[config.mk]
export PLATFORM = sky130hd
export DESIGN_NAME = fetch_ctrl
export DESIGN_NICKNAME = d
export VERILOG_FILES = /design/src/rtl/fetch_ctrl.sv
export SDC_FILE = /design/constraint.sdc
export NUM_CORES = 1
export LEC_CHECK = 0
export ABC_AREA = 1
export CAP_MARGIN = 0
export CORE_MARGIN = 4
export CORE_UTILIZATION = 45
export CTS_CLUSTER_DIAMETER = 200
export CTS_CLUSTER_SIZE = 25
export DETAILED_ROUTE_END_ITERATION = 8
export HOLD_SLACK_MARGIN = 0.06
export PLACE_DENSITY_LB_ADDON = 0.25
export SLEW_MARGIN = 20
export SYNTH_ARGS = -nofsm -noshare
export SYNTH_HDL_FRONTEND = slang
export SYNTH_SLANG_ARGS = --single-unit
[constraint.sdc]
create_clock -name clk -period 8.9 [get_ports clk]
set_input_delay 1.78 -clock clk [delete_from_list [all_inputs] [get_ports clk]]
set_output_delay 1.78 -clock clk [all_outputs]
set_load 0.005 [all_outputs]
[src/rtl/fetch_ctrl.sv]
// fetch_ctrl: fetch PC sequencer owning the imem handshake, queue back-pressure and redirect squash
module fetch_ctrl #(
    parameter logic [31:0] RESET_PC = 32'h1eceb000
) (
    input  logic        clk,
    input  logic        rst,
    output logic [31:0] imem_addr,
    output logic [3:0]  imem_rmask,
    input  logic [31:0] imem_rdata,
    input  logic        imem_resp,
    output logic [31:0] dec_inst,
    output logic [31:0] dec_pc,
    input  logic [31:0] dec_pc_next,
    input  logic        iq_full,
    output logic        iq_push,
    input  logic        redirect_valid,
    input  logic [31:0] redirect_pc
);
    typedef enum logic [1:0] {S_WAIT, S_HOLD, S_KILL} state_t;

    state_t      state_q;
    logic [31:0] req_pc_q, kill_pc_q, hold_inst_q, hold_pc_q, tgt;

    assign tgt = redirect_pc & 32'hffff_fffc;

    // Request/decode/push outputs, all forced quiet while reset is held
    always_comb begin
        imem_addr  = req_pc_q;
        imem_rmask = (!rst && state_q != S_HOLD) ? 4'hf : 4'h0;
        dec_inst   = rst ? '0 : (state_q == S_HOLD) ? hold_inst_q : imem_rdata;
        dec_pc     = rst ? '0 : (state_q == S_HOLD) ? hold_pc_q : req_pc_q;
        iq_push    = !rst && !redirect_valid && !iq_full &&
                     ((state_q == S_WAIT && imem_resp) || state_q == S_HOLD);
    end

    // Fetch FSM: redirect outranks everything; the youngest redirect target wins
    always_ff @(posedge clk) begin
        if (rst) begin
            state_q  <= S_WAIT;
            req_pc_q <= RESET_PC;
        end else if (redirect_valid) begin
            if (state_q == S_HOLD || imem_resp) begin
                state_q  <= S_WAIT;
                req_pc_q <= tgt;
            end else begin
                state_q   <= S_KILL;
                kill_pc_q <= tgt;
            end
        end else begin
            case (state_q)
                S_WAIT: if (imem_resp) begin
                    if (!iq_full) begin
                        req_pc_q <= dec_pc_next;
                    end else begin
                        hold_inst_q <= imem_rdata;
                        hold_pc_q   <= req_pc_q;
                        state_q     <= S_HOLD;
                    end
                end
                S_HOLD: if (!iq_full) begin
                    req_pc_q <= dec_pc_next;
                    state_q  <= S_WAIT;
                end
                S_KILL: if (imem_resp) begin
                    req_pc_q <= kill_pc_q;
                    state_q  <= S_WAIT;
                end
                default: state_q <= S_WAIT;
            endcase
        end
    end
endmodule

# After elaboration in Yosys (flattened, before gate mapping)
# Cells that the tools add are included.
dict set report classes {
  add_sub_neg 0
  multipliers 0
  div 0
  n_lt_le_gt_ge 0
  n_eq_ne 8
  shifts 0
  muxes 18
  n_bitwise 3
  n_reduce_logical 16
}
# cell n
set op_table {}
lappend op_table {{$mux 32} 9}
lappend op_table {{$pmux 32 s3} 1}
lappend op_table {{$mux 2} 6}
lappend op_table {{$ne 3x3->1 const B} 4}
lappend op_table {{$reduce_and 4->1} 2}
lappend op_table {{$pmux 2 s3} 1}
lappend op_table {{$logic_and 1x1->1} 5}
lappend op_table {{$reduce_and 5->1} 1}
lappend op_table {{$mux 4} 1}
lappend op_table {{$ne 2x1->1 const B} 2}
lappend op_table {{$reduce_bool 4->1} 1}
lappend op_table {{$logic_not 1->1} 3}
lappend op_table {{$not 1->1} 3}
lappend op_table {{$reduce_and 3->1} 1}
lappend op_table {{$eq 2x1->1 const B} 1}
lappend op_table {{$eq 2x2->1 const B} 1}
lappend op_table {{$logic_not 2->1} 1}
lappend op_table {{$logic_or 1x1->1} 2}
dict set report word_totals {
  regBits 128
  latch_bits 0
  ramBits 0
  rom_bits 0
  output_inout_bits 101
  n_memories 0
}

# Depth between registers and ports, before layout
dict set report depth {
  ltp_word 4
  depth_mapped 11
  ltp_nobuf 10
}

# Worst setup path before layout
# Ideal clock, no wire load.
dict set report synth_timing {
  path_type {input-to-reg}
  from {input rst}
  to {register hold_inst_q[0], enable pin}
  setup_ns 0.565
  t_arrival_ns 6.460
  t_required_ns 8.335
  path_slack_ns 1.875
  path_stages 4
  path_buffers 1
  cell_sequence {clkinv_1 > buf_2 > nand3_1 > nor3_1}
}
dict set report synth_between {
  elab_chain_len 2
}
# item line
set synth_lines {}
lappend synth_lines {{start: declaration} 6} ;# input logic rst,
lappend synth_lines {{$not 1->1 (no line)} --}
lappend synth_lines {{$reduce_and 5->1 (no line)} --}
lappend synth_lines {{end signal: assignment} 55} ;# hold_inst_q <= imem_rdata;
lappend synth_lines {{end: declaration} 22} ;# logic [31:0] req_pc_q, kill_pc_q, hold_inst_q, hold_pc_q, tgt;
# No other way between the ends.
# A chain may end at the register's enable or synchronous reset.

# Worst setup path in the final report
dict set report layout_timing {
  from {input rst}
  to {output dec_pc[9]}
}
dict set report layout_between {
  elab_chain_len 1
}
# item line
set layout_lines {}
lappend layout_lines {{$mux 32} 31} ;# dec_pc = rst ? '0 : (state_q == S_HOLD) ? hold_pc_q : req_pc_q;
lappend layout_lines {{end: declaration} 12} ;# output logic [31:0] dec_pc,
# No other way between the ends.

==> run metrics <==
Fmax 164 MHz; NetSw 0.000441 W; DP HPWL 10800 um; pin count of the biggest net entering global routing 74; Critical Path RT 7.12 ns; P_leak 3.23 nW; routed vias 5072; critical setup path kind input port to output pin; unrepaired setup endpoints after global routing no; vias per cell 5.07; combinational share of power 18.7%; Skew-Pair Late Insertion Delay 0.41 ns; FP Rows 40; core area 12200 um^2; Nets 923; sequential power share 39.0%; final hold vios 0; final hold slack 0.460 ns; main area contributors after synthesis edfxtp_1 49%, dfxtp_1 12%, nor2_1 12%; Cell Area, Synth 5710 um^2; worst vdd ir 0.000138 V; sequential fraction of the synthesis area 61.3%; crit path time final 6.08 ns; Bufs on Longest Clock Path 2; Slew Viols, Final 0; Synth Register Bits 128; share of cells above drive strength 1 5.65%; syn_area_per_cell 8.91 um^2; syn_nets 745; IO Count 202; Startpoint Class input port; multi-input logic area 1950 um^2; Die ar. 14600 um^2; cell taking the most area after synthesis edfxtp_1; Detailed Routing Iterations Pass 1 5; Die Ht 121 um; CTS Buf Count 17; Internal 0.00137 W; initial antenna violation count 0; Clk pwr share 42.3%; first-pass GRT wire length 24500 um; Synth top area share 49.4%; number of distinct library cells after synthesis 20; vias in the first global route 4845; YS warnings 0; TNS Setup 0 ns; Fillers 971; First DRT Iteration DRCs 363; GP Congestion 0.843; Critical Path AT 4.30 ns; run status finished clean; max-cap violation count 0; CP Max Fanout 63; DRC 0; setup repair bufs after CTS 0; Clk pin slew, worst setup/hold paths 0.05 ns; Port Buffers 199; H-tree depth 4; clk sinks 128; Slew HR 35.7%; initial core utilization 46.8%; Final ANT Viol Nets 0; EDFF count, synth 94; Synth Instances 641; total gr overflow 0; routed wire length 15500 um; Worst Clk Skew 0.00602 ns; switching share of power 24.3%; Worst-Margin Slew 0.965 ns; wire per inst 15.5 um; Setup crit end kind output pin; Hold Buf Count CTS 0; Setup-failing EPs final 0; top_reg_cell synth edfxtp_1; pwr dens 214 nW/um^2; Die Width 121 um; Overall Global Routing Usage 21.2%; clock root cell clkbuf_16; clock tree from TritonCTS built; Register Area 3500 um^2; Hold Crit Class flip-flop to flip-flop; cells resized by post-CTS repair 0; Layout area overhead 47.8%; final worst-path cycle share 68.4%; asr flop ratio synth 0%; Antenna Cells 0
-- power by group through the flow --
stage | Sequential, W | Combinational (W) | Clock (W)
6_report | 0.000705 | 0.000339 | 0.000766
4_1_cts | 0.000705 | 0.000342 | 0.000781
5_1_grt | 0.000709 | 0.000374 | 0.000806
3_5_place_dp | 0.000718 | 0.000340 | 0
2_1_floorplan | 0.000712 | 0.000149 | 0
3_3_place_gp | 0.000716 | 0.000332 | 0
-- cells in the final DEF (no fill, tap or decap), types with 4 or more instances in the layout --
cell type / synthesis / layout
a21oi_1: 11 / 11
a31oi_1: 21 / 21
buf_4: 8 / 4
clkbuf_16: 0 / 23
clkdlybuf4s50_1: 0 / 199
dfxtp_1: 34 / 34
edfxtp_1: 94 / 94
inv_1: 13 / 13
nand2_1: 123 / 123
nand3_1: 27 / 27
nor2_1: 179 / 178
o21ai_0: 82 / 82
-- per-layer routing --
layer	routed length, um	global-route usage, %	part of all wire, %	up-vias
li1	-	-	-	2511
met1	6730	27.4	43	2329
met2	7450	34.2	48	200
met3	943	5.10	6.1	32
met4	378	8.50	2.4	0
met5	0	0	0	-
-- worst paths after layout --
path / from / endpoint / slack, ns / cells past startpoint
min: imem_addr[16] / hold_pc_q[16] / 0.46 / 0
max: rst / dec_pc[9] / 2.82 / 6
min reg2reg: imem_addr[16] / hold_pc_q[16] / 0.46 / 0
max reg2reg: state_q[0] / imem_addr[31] / 5.62 / 9
-- cell type report --
class | instances | area share [%]
clock inverters | 8 | 1.22
clock buffers | 24 | 6.86
repair buffers | 203 | 24.0
flip-flops and latches | 128 | 41.5
well taps | 168 | 2.49
multi-input cells | 451 | 23.1
inverters | 18 | 0.845
-- cell families (layout without fill, tap and decap cells) --
| group | count (synthesis) | after routing | synth area share (%) |
|---|---|---|---|
| adders and majority gates | 3 | 3 | 0.657 |
| AOI/OAI and AO/OA | 114 | 114 | 10.4 |
| buffers and inverters | 62 | 253 | 4.73 |
| DFF | 128 | 128 | 61.3 |
| and+or+nand+nor | 334 | 334 | 22.8 |
-- state kept, by name, indices dropped and copies added (netlist names) --
| register | count |
|---|---|
| hold_inst_q | 32 |
| state_q | 2 |
| kill_pc_q | 30 |
| hold_pc_q | 32 |
| imem_addr | 32 |
-- critical path, cell delays in order --
cell,delay [ns]
clkdlybuf4s50_1,0.55
inv_2,0.43
buf_4,0.56
o21ai_0,0.17
a21oi_1,0.21
clkdlybuf4s50_1,0.56
-- through the flow --
stage                     cells  total power, W  util (%)  worst slack (ns)  instance area [um^2]
final                      1000         0.00181      69.1              2.82                  8440
after global placement      968         0.00105      63.5              2.86                  7750
after CTS                  1000         0.00183      69.1              2.80                  8440
after floorplan             641        0.000861         -              1.88                  5710
after detailed placement    968         0.00106      63.5              2.80                  7750
after global routing       1000         0.00189      69.1              2.64                  8440
-- cells in the mapped netlist (2+ instances only) --
master    instances
nand2_1         123
nand3_1          27
a21oi_1          11
nor2_1          179
nand2_2           2
inv_2             3
edfxtp_1         94
buf_2             4
o21ai_0          82
ha_1              3
dfxtp_1          34
inv_1            13
a31oi_1          21
clkbuf_1         32
buf_4             8
Note: power is estimated with default switching activity, not from simulation.
